==> config.mk <==
export PLATFORM = sky130hd
export DESIGN_NAME = phase_seq_ctrl
export DESIGN_NICKNAME = d
export VERILOG_FILES = /design/src/rtl/phase_seq_ctrl.sv
export SDC_FILE = /design/constraint.sdc
export NUM_CORES = 1
export LEC_CHECK = 0
export ABC_AREA = 0
export CORE_MARGIN = 5
export CORE_UTILIZATION = 30
export CTS_BUF_LIST = sky130_fd_sc_hd__clkbuf_2
export DETAILED_ROUTE_END_ITERATION = 8
export HOLD_SLACK_MARGIN = 0.15
export SLEW_MARGIN = 0
export SYNTH_ARGS = -nofsm -noshare
export SYNTH_HDL_FRONTEND = slang
export SYNTH_SLANG_ARGS = --single-unit
==> constraint.sdc <==
create_clock -name CLK -period 4.8 [get_ports CLK]
set_input_delay 0.72 -clock CLK [delete_from_list [all_inputs] [get_ports CLK]]
set_output_delay 0.72 -clock CLK [all_outputs]
set_load 0.05 [all_outputs]
==> src/rtl/phase_seq_ctrl.sv <==
// Traffic-style phase sequencer: IDLE -> GREEN -> YELLOW -> RED -> GREEN/IDLE, each phase T+1 CE ticks.
// Latency: all outputs registered, update on the edge that changes state/counter.
// Backpressure: none; HOLD freezes state and counter, CE gates counting.
module phase_seq_ctrl #(
    parameter int W = 4
) (
    input  logic         CLK,
    input  logic         CLR,
    input  logic         CE,
    input  logic         START,
    input  logic         STOP,
    input  logic         HOLD,
    input  logic [W-1:0] T_GRN,
    input  logic [W-1:0] T_YEL,
    input  logic [W-1:0] T_RED,
    output logic         GRN,
    output logic         YEL,
    output logic         RED,
    output logic [1:0]   PHASE,
    output logic [W-1:0] REMAIN,
    output logic         TC
);

    typedef enum logic [1:0] {
        S_IDLE   = 2'b00,
        S_GREEN  = 2'b01,
        S_YELLOW = 2'b10,
        S_RED    = 2'b11
    } state_t;

    state_t       state, state_nxt;
    logic [W-1:0] cnt, cnt_nxt;
    logic         tc_nxt;

    always_ff @(posedge CLK) begin
        if (CLR) begin
            state <= S_IDLE;
            cnt   <= '0;
            GRN   <= 1'b0;
            YEL   <= 1'b0;
            RED   <= 1'b0;
            TC    <= 1'b0;
        end else begin
            state <= state_nxt;
            cnt   <= cnt_nxt;
            // lamps follow the next state so they change on the same edge as PHASE
            GRN   <= (state_nxt == S_GREEN);
            YEL   <= (state_nxt == S_YELLOW);
            RED   <= (state_nxt == S_RED);
            TC    <= tc_nxt;
        end
    end

    always_comb begin
        state_nxt = state;
        cnt_nxt   = cnt;
        tc_nxt    = 1'b0;
        if (!HOLD) begin
            if (state == S_IDLE) begin
                if (START) begin
                    state_nxt = S_GREEN;
                    cnt_nxt   = T_GRN;
                end
            end else if (CE) begin
                if (cnt != '0) begin
                    cnt_nxt = cnt - W'(1);
                end else begin
                    // terminal tick: advance and load the next phase's duration
                    tc_nxt = 1'b1;
                    unique case (state)
                        S_GREEN: begin
                            state_nxt = S_YELLOW;
                            cnt_nxt   = T_YEL;
                        end
                        S_YELLOW: begin
                            state_nxt = S_RED;
                            cnt_nxt   = T_RED;
                        end
                        S_RED: begin
                            if (STOP) begin
                                state_nxt = S_IDLE;
                                cnt_nxt   = '0;
                            end else begin
                                state_nxt = S_GREEN;
                                cnt_nxt   = T_GRN;
                            end
                        end
                        default: begin
                            state_nxt = S_IDLE;
                            cnt_nxt   = '0;
                        end
                    endcase
                end
            end
        end
    end

    assign PHASE  = state;
    assign REMAIN = cnt;

endmodule

==> flow_summary_export.csv <==
group,metric,value,unit
yosys,syn-num-nets,104,
global_route,wire_length_of_the_first_global_routing_pass,2877,um
worst_setup_path,slowest_delay,0.85,ns
worst_setup_path,worstPathMaxFanout,7,
cts,post_cts_hold_buffer_count,0,
cts,cts_made_buffers,3,
sta,timing.setup.tns,0,ns
global_route,antenna_found_initial,0,
global_route,globalRouteTotalUtil,0.1100,
worst_setup_path,worst_path_max_delay_cell,"sky130_fd_sc_hd__clkdlybuf4s50_1",
cts,postCtsSetupRepairBufs,0,
sta,max_freq,439.9,MHz
yosys,ys_seq_area_frac,0.2941,
sta,clock-skew-final,0.008950,ns
sta,worst_slew_slack_as_a_fraction_of_its_limit,0.6547,
power,fin_total_pwr,0.2121,mW
global_route,largest_net_degree_at_the_start_of_global_routing,11,
sta,hold_viol,0,
power,combinationalPowerShare,0.357,
worst_setup_path,worstSetupEndpointType,"primary output",
cells_and_area,filler_cell_count,212,
place,place.port_buffers,27,
yosys,synthTopCellsByCount,"sky130_fd_sc_hd__dfxtp_1 (10), sky130_fd_sc_hd__ha_1 (6), sky130_fd_sc_hd__inv_1 (6)",
worst_hold_path,hold_path_class,"flop to flop",
power,share_seq_of_total_power,0.430,
yosys,largest_family_of_logic_cells_by_synthesized_area,"simple AND/OR/NAND/NOR gates",
power,leakagePower,0.3623,nW
yosys,ys_types,37,
sta,slew_violations,0,
place,dp_slack,2.595,ns
cts,root_buffer,"sky130_fd_sc_hd__clkbuf_2",
yosys,synth.mux.area_fraction,0.01471,
floorplan,num_io_pins,28,
power,vdd_drop_max,0.1489,mV
yosys,synth_warnings,0,
floorplan,floorplan.die.height,57.63,um
place,globalplace.congestion,0.8340,
yosys,synth_xor_xnor_area_share,0,
floorplan,placement_rows,17,
global_route,grt_pass1_vias,636,
yosys,yosys.area_share.simple,0.2721,
floorplan,die_area,3321,um^2
cells_and_area,finalNetCount,133,
route,dr.first_iter.drc_count,8,
yosys,yosys_most_used_dff,"sky130_fd_sc_hd__dfxtp_1",
floorplan,die_width,57.63,um
yosys,synth.top_cells.by_area,"sky130_fd_sc_hd__dfxtp_1 (29%), sky130_fd_sc_hd__ha_1 (11%), sky130_fd_sc_hd__a22oi_1 (4.4%), sky130_fd_sc_hd__nor3_1 (3.7%), sky130_fd_sc_hd__inv_1 (3.3%)",
floorplan,floorplan.core_area,2191,um^2
sta,worst_slack,2.527,ns
cts,post_cts.resized_instances,0,
yosys,post_synthesis_compound_gate_area_fraction,0.2574,
yosys,mappedNetlistArea,680.7,um^2
yosys,synthArstFlopShare,0,
yosys,postSynthCellCount,80,
place,hpwl,1445,um
worst_setup_path,r2r_slack,2.78,ns
worst_setup_path,critPathKind,"flop to primary output",
global_route,globalRouteOverflowTotal,0,
sta,finalHoldWorstSlack,0.5441,ns
power,p_int,0.1392,mW
power,power_per_cell_area,213.7,nW/um^2
route,avgRoutedWirePerCell,12.63,um
worst_setup_path,path_delay_family,"buffers and inverters",
power,net-switching-power,0.07290,mW
route,vias,689,
power,switching_fraction,0.3437,
yosys,synth.most_common_cell,"sky130_fd_sc_hd__dfxtp_1",
sta,worst_slew_pin_slew,0.5163,ns
cells_and_area,fin_util,0.4529,
yosys,post_synth_fa_ha_maj_area_fraction,0.1103,
route,tritonroute_pass_1_iters,4,
cells_and_area,diodes,0,
worst_setup_path,cp.required,4.08,ns
cts,numClockSinks,10,
worst_setup_path,critPathArrivalTime,1.55,ns
yosys,synth_area_per_cell,8.508,um^2
run,maxCapViolations,0,
cts,cts_max_level,1,
cts,cts_tree,"built",
route,route.antenna.remaining_nets,0,
sta,finalSetupViolations,0,
floorplan,initial_core_utilization,0.3107,
cts,clock_latency,0.24,ns
sta,grt_setup_unrepaired,"no",
yosys,synth-edff-count,0,
yosys,ys_ff_latch,10,
yosys,synth_top_cell_area_share,0.2941,
sta,layout_worst_path_cycle_share,0.4736,
sta,final_period_minus_worst_setup_slack,2.274,ns
route,route.detailed.vias_per_inst,5.066,
cts,cts_max_path_buffers,2,
cells_and_area,synthToLayoutAreaGrowth,45.77,%
run_status,outcome,"finished clean",
cells_and_area,ratio_of_cells_with_drive_above_1_in_the_final_layout,0.07407,
yosys,yosysTopAreaCell,"sky130_fd_sc_hd__dfxtp_1",
worst_setup_path,cp_cell_sequence,"clkdlybuf4s50_1",
route,drc_errors,0,
cts,clk_transition_reported_paths,0.10,ns
worst_setup_path,startpoint_class,"flop",
power,clock_power_share,0.213,
route,route.final.wire_length,1718,um
worst_setup_path,worstPathBufferInverterCount,1,
routing by layer:
metal	routed length, um	up-vias	track usage	part of all wire
li1	-	362	-	-
met4	0	0	0.01987	0
met5	0	-	0	0
met3	129	0	0.04900	0.075
met1	824	310	0.1486	0.48
met2	764	17	0.1629	0.44
worst reg2reg max path: cells and delay by family, from the launching register on:
family	cells	cell delay [ns]
adders and majority gates	1	0.22
and+or+nand+nor	3	1.05
buffers and inverters	1	0.09
DFF	1	0.34
AOI/OAI and AO/OA	1	0.29
flip-flops by register name (all words and copies together), names as in the netlist:
signal,count
GRN,1
PHASE,2
RED,1
REMAIN,4
YEL,1
TC,1
path summary, 6_finish.rpt:
check / from / end / depth (start not counted)
min: REMAIN[3] / REMAIN[3] / 2
max reg2reg: REMAIN[0] / YEL / 6
max: PHASE[1] / PHASE[1] / 1
min reg2reg: REMAIN[3] / REMAIN[3] / 2
area by class of cell:
cell class	instances	area, um^2	area share
inverters	6	22.52	0.02270
well taps	28	35.03	0.03531
repair buffers	27	270.3	0.2724
multi-input cells	61	445.4	0.4489
clock inverters	1	3.754	0.003783
flip-flops and latches	10	200.2	0.2018
clock buffers	3	15.01	0.01513
power by group through the flow:
stage          sequential [mW]  clock (mW)  combinational [mW]
2_1_floorplan            0.106           0              0.0337
3_3_place_gp            0.0931           0              0.0764
3_5_place_dp            0.0931           0              0.0760
4_1_cts                 0.0912      0.0490              0.0762
5_1_grt                 0.0920      0.0544              0.0831
6_report                0.0911      0.0453              0.0757
layout by cell type (no fill, tap or decap), types with 2 or more instances in the layout:
| cell type | instances |
|---|---|
| sky130_fd_sc_hd__or3_2 | 2 |
| sky130_fd_sc_hd__nand2b_1 | 3 |
| sky130_fd_sc_hd__inv_1 | 6 |
| sky130_fd_sc_hd__nand3b_1 | 3 |
| sky130_fd_sc_hd__a221o_1 | 2 |
| sky130_fd_sc_hd__nor2b_1 | 2 |
| sky130_fd_sc_hd__o21ai_0 | 2 |
| sky130_fd_sc_hd__clkdlybuf4s50_1 | 27 |
| sky130_fd_sc_hd__nand2_1 | 5 |
| sky130_fd_sc_hd__ha_1 | 6 |
| sky130_fd_sc_hd__a31oi_1 | 2 |
| sky130_fd_sc_hd__nor2_1 | 2 |
| sky130_fd_sc_hd__nor3_1 | 5 |
| sky130_fd_sc_hd__or3_1 | 2 |
| sky130_fd_sc_hd__a21oi_1 | 3 |
| sky130_fd_sc_hd__clkbuf_2 | 3 |
| sky130_fd_sc_hd__a22oi_1 | 4 |
| sky130_fd_sc_hd__dfxtp_1 | 10 |
stage by stage:
step	area, um^2	std cells
final	992.2	136
after global routing	992.2	136
after CTS	992.2	136
after detailed placement	973.4	132
after global placement	973.4	132
after floorplan	680.7	80
kinds of logic after synthesis:
family | count (synthesis)
mux | 1
compound gates | 23
buf+inv | 9
fa+ha+maj | 6
flops | 10
simple gates | 31
(Power assumes the default switching activity.)
